File: src/rtl/stage_block_gen.sv
// stage_block_gen: pseudo-random stage block generator.
// A 16-bit Galois LFSR drives block gaps, widths and heights. Records are
// queued in a small FIFO so the generated sequence depends only on the seed,
// never on consumer back-pressure.
`timescale 1ns/1ps
module stage_block_gen #(
  parameter int unsigned POS_DIGIT  = 16,
  parameter int unsigned BLK_BITS   = 52,
  parameter int unsigned MAP_LENGTH = 10000,
  parameter int unsigned FIRST_W    = 200,
  parameter int unsigned GAP_MIN    = 40,
  parameter int unsigned GAP_BITS   = 6,
  parameter int unsigned W_MIN      = 120,
  parameter int unsigned W_BITS     = 7,
  parameter int unsigned H_MIN      = 60,
  parameter int unsigned H_BITS     = 7,
  parameter int unsigned TOP_H_MIN  = 100,
  parameter int unsigned FIFO_DEPTH = 4
) (
  input  logic                i_clk_pix,
  input  logic                i_rst_n,
  input  logic                i_start,
  input  logic [15:0]         i_seed,
  input  logic                i_ready,
  output logic                o_valid,
  output logic [BLK_BITS-1:0] o_blk,
  output logic                o_done,
  output logic [15:0]         o_count
);

  localparam int unsigned PTR_W = (FIFO_DEPTH > 1) ? $clog2(FIFO_DEPTH) : 1;
  localparam int unsigned CNT_W = PTR_W + 1;

  localparam logic [1:0] ST_IDLE = 2'd0;
  localparam logic [1:0] ST_GEN  = 2'd1;
  localparam logic [1:0] ST_END  = 2'd2;

  localparam logic [15:0] LFSR_INIT = 16'hACE1;
  localparam logic [15:0] LFSR_MASK = 16'hB400;

  localparam logic [POS_DIGIT-1:0] MAP_LAST    = POS_DIGIT'(MAP_LENGTH - 1);
  localparam logic [POS_DIGIT-1:0] GAP_STEP    = POS_DIGIT'(GAP_MIN + 1);
  localparam logic [POS_DIGIT-1:0] W_BASE      = POS_DIGIT'(W_MIN);
  localparam logic [POS_DIGIT-1:0] H_BASE      = POS_DIGIT'(H_MIN);
  localparam logic [POS_DIGIT-1:0] TOP_H_BASE  = POS_DIGIT'(TOP_H_MIN);
  localparam logic [POS_DIGIT-1:0] FIRST_RIGHT = POS_DIGIT'(FIRST_W - 1);
  localparam logic [CNT_W-1:0]     CNT_FULL    = CNT_W'(FIFO_DEPTH);

  logic [1:0]           state_q;
  logic [15:0]          lfsr_q;
  logic [15:0]          lfsr_next;
  logic [POS_DIGIT-1:0] prev_right_q;
  logic                 prev_top_q;
  logic                 first_q;
  logic [15:0]          count_q;

  logic [BLK_BITS-1:0]  mem_q [FIFO_DEPTH];
  logic [PTR_W-1:0]     wr_ptr_q;
  logic [PTR_W-1:0]     rd_ptr_q;
  logic [CNT_W-1:0]     fifo_cnt_q;

  logic [POS_DIGIT-1:0] cand_left;
  logic [POS_DIGIT-1:0] cand_right_raw;
  logic [POS_DIGIT-1:0] cand_right;
  logic [POS_DIGIT-1:0] cand_height;
  logic                 cand_top;
  logic                 cand_past_end;

  logic [POS_DIGIT-1:0] new_right;
  logic                 new_top;
  logic [BLK_BITS-1:0]  new_rec;

  logic                 fifo_full;
  logic                 fifo_empty;
  logic                 pop;
  logic                 gen_active;
  logic                 hit_end;
  logic                 push;

  // Candidate record from the current LFSR value and the previous block.
  always_comb begin
    cand_left      = prev_right_q + GAP_STEP + POS_DIGIT'(lfsr_q[GAP_BITS-1:0]);
    cand_right_raw = cand_left + W_BASE + POS_DIGIT'(lfsr_q[W_BITS+5:6]);
    cand_right     = (cand_right_raw > MAP_LAST) ? MAP_LAST : cand_right_raw;
    // A ceiling block never directly follows another ceiling block.
    cand_top       = (lfsr_q[15:13] == 3'b111) && !prev_top_q;
    cand_height    = (cand_top ? TOP_H_BASE : H_BASE) + POS_DIGIT'(lfsr_q[H_BITS+5:6]);
    cand_past_end  = cand_left > MAP_LAST;
    lfsr_next      = {1'b0, lfsr_q[15:1]} ^ (lfsr_q[0] ? LFSR_MASK : 16'h0000);
  end

  // Select the fixed opening block or the random candidate.
  always_comb begin
    if (first_q) begin
      new_right = FIRST_RIGHT;
      new_top   = 1'b0;
      new_rec   = {{POS_DIGIT{1'b0}}, FIRST_RIGHT, H_BASE, 4'h0};
    end else begin
      new_right = cand_right;
      new_top   = cand_top;
      new_rec   = {cand_left, cand_right, cand_height, 3'b000, cand_top};
    end
  end

  // Handshake and push/pop decisions; a full FIFO accepts a push alongside a pop.
  always_comb begin
    fifo_full  = (fifo_cnt_q == CNT_FULL);
    fifo_empty = (fifo_cnt_q == '0);
    pop        = !fifo_empty && i_ready;
    gen_active = (state_q == ST_GEN) && !i_start;
    hit_end    = gen_active && !first_q && cand_past_end;
    push       = gen_active && !hit_end && (!fifo_full || pop);
  end

  // FSM, LFSR and previous-block tracking; the LFSR moves only on a random push.
  always_ff @(posedge i_clk_pix) begin
    if (!i_rst_n) begin
      state_q      <= ST_IDLE;
      lfsr_q       <= LFSR_INIT;
      prev_right_q <= '0;
      prev_top_q   <= 1'b0;
      first_q      <= 1'b0;
    end else if (i_start) begin
      state_q      <= ST_GEN;
      lfsr_q       <= (i_seed == 16'h0000) ? LFSR_INIT : i_seed;
      prev_right_q <= '0;
      prev_top_q   <= 1'b0;
      first_q      <= 1'b1;
    end else begin
      if (hit_end) begin
        state_q <= ST_END;
      end
      if (push) begin
        prev_right_q <= new_right;
        prev_top_q   <= new_top;
        first_q      <= 1'b0;
        if (!first_q) begin
          lfsr_q <= lfsr_next;
        end
      end
    end
  end

  // FIFO pointers and occupancy; start flushes the queue.
  always_ff @(posedge i_clk_pix) begin
    if (!i_rst_n || i_start) begin
      wr_ptr_q   <= '0;
      rd_ptr_q   <= '0;
      fifo_cnt_q <= '0;
    end else begin
      if (push) begin
        wr_ptr_q <= wr_ptr_q + PTR_W'(1);
      end
      if (pop) begin
        rd_ptr_q <= rd_ptr_q + PTR_W'(1);
      end
      fifo_cnt_q <= fifo_cnt_q + CNT_W'(push) - CNT_W'(pop);
    end
  end

  // FIFO storage; contents are don't-care while the occupancy is zero.
  always_ff @(posedge i_clk_pix) begin
    if (push) begin
      mem_q[wr_ptr_q] <= new_rec;
    end
  end

  // Saturating count of records popped since start.
  always_ff @(posedge i_clk_pix) begin
    if (!i_rst_n || i_start) begin
      count_q <= '0;
    end else if (pop && (count_q != 16'hFFFF)) begin
      count_q <= count_q + 16'd1;
    end
  end

  // Outputs come straight from registers, so there is no path from i_ready.
  always_comb begin
    o_valid = !fifo_empty;
    o_blk   = mem_q[rd_ptr_q];
    o_done  = (state_q == ST_END) && fifo_empty;
    o_count = count_q;
  end

endmodule

File: config.mk
export PLATFORM = sky130hd
export DESIGN_NAME = stage_block_gen
export DESIGN_NICKNAME = d
export VERILOG_FILES = /design/src/rtl/stage_block_gen.sv
export SDC_FILE = /design/constraint.sdc
export NUM_CORES = 1
export LEC_CHECK = 0
export ABC_AREA = 1
export CELL_PAD_IN_SITES_DETAIL_PLACEMENT = 0
export CELL_PAD_IN_SITES_GLOBAL_PLACEMENT = 2
export CORE_ASPECT_RATIO = 0.7
export CORE_MARGIN = 2
export CORE_UTILIZATION = 33
export CTS_BUF_LIST = sky130_fd_sc_hd__clkbuf_16
export CTS_CLUSTER_SIZE = 12
export DETAILED_ROUTE_END_ITERATION = 8
export MAX_ROUTING_LAYER = met4
export PLACE_DENSITY = 0.87
export REMOVE_ABC_BUFFERS = 1
export SETUP_SLACK_MARGIN = 0.05
export SYNTH_ARGS = -nofsm -noshare
export SYNTH_HDL_FRONTEND = slang
export SYNTH_SLANG_ARGS = --single-unit
File: constraint.sdc
create_clock -name i_clk_pix -period 4.9 [get_ports i_clk_pix]
set_input_delay 0.98 -clock i_clk_pix [delete_from_list [all_inputs] [get_ports i_clk_pix]]
set_output_delay 0.98 -clock i_clk_pix [all_outputs]
set_load 0.005 [all_outputs]
==> run_results.csv <==
group,metric,value,unit
logic_synthesis,syn_avg_cell_area,9.03,um^2
final_layout,layout-drive-gt1-share,7.10,%
placed_design,place_hpwl,20100,um
grt,overflow,0,
placed_design,dp_cells,1689,
logic_synthesis,synth.area.top_cells,"edfxtp_1, dfxtp_1, nand2_1, nor2_1, o21ai_0",
power_and_ir_drop,ir_drop,283,uV
timing,finalSetupViolations,0,
timing,skew,0.0154,ns
worst_setup_path,regToRegSetupSlack,0.48,ns
logic_synthesis,synth_compound_area_share,10.2,%
final_layout,layout.cells.non_filler,1736,
logic_synthesis,netlist_instances,1207,
clock_tree,cts_max_level,1,
logic_synthesis,muxShareOfSynthArea,0.0919,%
logic_synthesis,yosys.area_share.adder,4.53,%
floorplan,start_util,33.6,%
worst_setup_path,cpMostUsedCell,"nand2_1",
worst_setup_path,required,5.15,ns
logic_synthesis,yosysWarnings,0,
worst_setup_path,critical_path_class,"reg -> reg",
worst_setup_path,crit_path_max_incr_delay,0.38,ns
floorplan,num_io_pins,90,
logic_synthesis,synthFlopType,"edfxtp_1",
drt,postRouteAntennaNets,0,
drt,routedWlPerCell,16.9,um
logic_synthesis,yosysUniqueCellTypes,45,
drt,vias,8402,
timing,finalMaxSlewViolations,0,
timing,period_needed,4.42,ns
logic_synthesis,ys_ff_latch,225,
logic_synthesis,synth_edf_count,164,
timing,hold_violations,0,
placed_design,gp_congestion,0.909,
power_and_ir_drop,p_leak,0.00524,uW
clock_tree,clock-sinks,225,
final_layout,diodes,0,
clock_tree,path_clk_slew,0.06,ns
final_layout,fill_cells,3216,
worst_setup_path,critPathMaxFanout,9,
logic_synthesis,syn-cell-area,0.0109,mm^2
status,status,"finished clean",
timing,hold_ws,0.465,ns
floorplan,die_y,156,um
logic_synthesis,yosysTopAreaCell,"edfxtp_1",
worst_setup_path,crit_buf_inv,3,
placed_design,port_buffers,78,
floorplan,dieArea,0.0345,mm^2
timing,worst_slew_pin_slew,0.820,ns
drt,drt_iter0_drc,643,
grt,grt_pass1_wl,45000,um
final_layout,fin_nets,1348,
power_and_ir_drop,power_density,345,mW/mm^2
clock_tree,cts_root_buf,"clkbuf_16",
floorplan,dieWidth,221,um
clock_tree,clockBufferDepth,3,
drt,routed_via_density,4.84,
logic_synthesis,async_reset_ff_share,0,%
clock_tree,insertion_delay,0.53,ns
logic_synthesis,synth_seq_area_share,56.4,%
timing,fmax,226,MHz
timing,relSlewSlack,45.2,%
grt,grt_max_degree,67,
grt,grt_antenna_before_repair,0,
timing,setup_tns,0,ns
clock_tree,cts_buffers,24,
worst_setup_path,crit_path_end_kind,"flip-flop",
grt,globalRouteTotalUtil,17.3,%
drt,routed_wl,29400,um
timing,rsz0062_at_grt,"no",
logic_synthesis,synth_xor_xnor_area_share,0.322,%
final_layout,syn_to_final_growth,18.8,%
worst_setup_path,worstPathArrival,4.67,ns
worst_setup_path,crit_path_top_delay_cell,"dfxtp_2",
final_layout,post-route-util,39.9,%
worst_setup_path,start_kind,"flip-flop",
flow_run,max_cap_violations,0,
hold_path,hold_path.class,"reg -> reg",
logic_synthesis,synth_top_cell_area_share,45.2,%
grt,grt_pass1_vias,7792,
clock_tree,tritoncts,"yes",
drt,first_pass_iters,7,
timing,period_share,90.3,%
floorplan,rows,55,
drt,drc_errors,0,
floorplan,coreArea,0.0324,mm^2
logic_synthesis,synth_top_family_by_area,"simple AND/OR/NAND/NOR gates",
logic_synthesis,synth-simple-area-share,20.8,%
worst_setup_path,cp_top_family,"simple AND/OR/NAND/NOR gates",
## where the power goes
part / internal, uW / leakage [uW] / switching (uW) / total (uW)
clock: 916 / 0.000387 / 732 / 1650
combinational: 231 / 0.00288 / 425 / 656
sequential: 2130 / 0.00197 / 27.8 / 2160
total: 3280 / 0.00524 / 1180 / 4460
## layout make-up
cell class	instances	area [um^2]	area share, %
Sequential cell	225	6150	47.5
Multi-Input combinational cell	795	4020	31.0
Timing Repair Buffer	99	988	7.63
Clock buffer	25	626	4.83
Inverter	146	548	4.23
Tap cell	427	534	4.13
Clock inverter	19	82.6	0.638
## final timing paths
path,startpoint,end,depth (start not counted)
setup reg to reg,lfsr_q[0],mem_q[0][21],28
setup / recovery,lfsr_q[0],mem_q[0][21],28
hold reg to reg,rd_ptr_q[1],rd_ptr_q[1],2
hold / removal,rd_ptr_q[1],rd_ptr_q[1],2
## cell usage after synthesis (2+ instances only)
cell,instances
nand2_1,225
fa_1,4
a21oi_2,3
inv_2,9
a21oi_1,45
clkbuf_1,39
a211oi_1,2
nand4_1,16
nor2_1,180
a31oi_1,2
dfxtp_1,61
a22oi_1,4
nand3_2,2
nor2_4,2
ha_1,33
nor3b_1,2
nor4_1,6
or2_2,3
nand2_2,8
o21ai_0,102
buf_4,13
inv_1,136
nand3_1,67
xor2_1,2
buf_6,2
nor3_1,9
buf_2,4
o22ai_1,41
nand3b_1,5
xnor2_1,2
edfxtp_1,164
## registers in the layout (all words and copies together), names as in the netlist, named ones only
name	count
fifo_cnt_q	3
state_q	2
wr_ptr_q	2
prev_right_q	16
mem_q	164
rd_ptr_q	2
first_q	1
lfsr_q	16
o_count	16
prev_top_q	1
## layer usage
| layer | wire [um] | track usage, % | up-vias | part of all wire (%) |
|---|---|---|---|---|
| met5 | 0 | - | - | 0 |
| met4 | 530 | 3.77 | 0 | 1.8 |
| met3 | 1590 | 2.71 | 38 | 5.4 |
| met2 | 12500 | 25.2 | 219 | 42 |
| met1 | 14800 | 25.2 | 3945 | 50 |
| li1 | - | - | 4200 | - |
## cells in the final DEF, fill, tap and decap left out, drive strengths merged, types with 4 or more instances in the layout
cell type,count
buf,21
dfxtp,61
fa,4
nor4,6
clkinv,6
a21oi,48
o21ai,103
nand3,70
or2,5
o22ai,41
ha,33
a22oi,4
clkbuf,25
inv,157
nor2,183
nand3b,5
nor3,9
edfxtp,164
clkdlybuf4s50,78
nand2,234
nand4,17
conb,19
## cells by family (layout without fill, tap and decap cells)
kind of cell,after synthesis,count (layout)
AND/OR/NAND/NOR,531,531
flip-flops,225,225
buffers and inverters,205,289
AO/OA/AOI/OAI,203,203
adder cells (fa/ha/maj),37,37
XOR/XNOR,4,4
other,1,19
multiplexers,1,1
## worst reg2reg max path, delay by kind of cell (launching register included)
kind	cells	cell delay [ns]
DFF	1	0.38
and+or+nand+nor	21	2.49
adders and majority gates	4	1.06
buffers and inverters	3	0.23
## through the flow
stage / power (uW) / setup slack (ns) / area, um^2
finish: 4460 / 0.478 / 12900
CTS: 4500 / 0.289 / 12900
floorplan: 2590 / 0.337 / 10700
global placement: 2840 / 0.369 / 12200
detailed placement: 2840 / 0.324 / 12200
global route: 4670 / 0.0945 / 12900
## what timing repair did
action | CTS | global route
setup buffers | 0 | 3
endpoints found under the setup margin | 0 | 39
hold buffers | 0 | 0
gates resized for setup | 0 | 5
endpoints found under the hold margin | 0 | 0
Power figures use the tool's default switching activity.
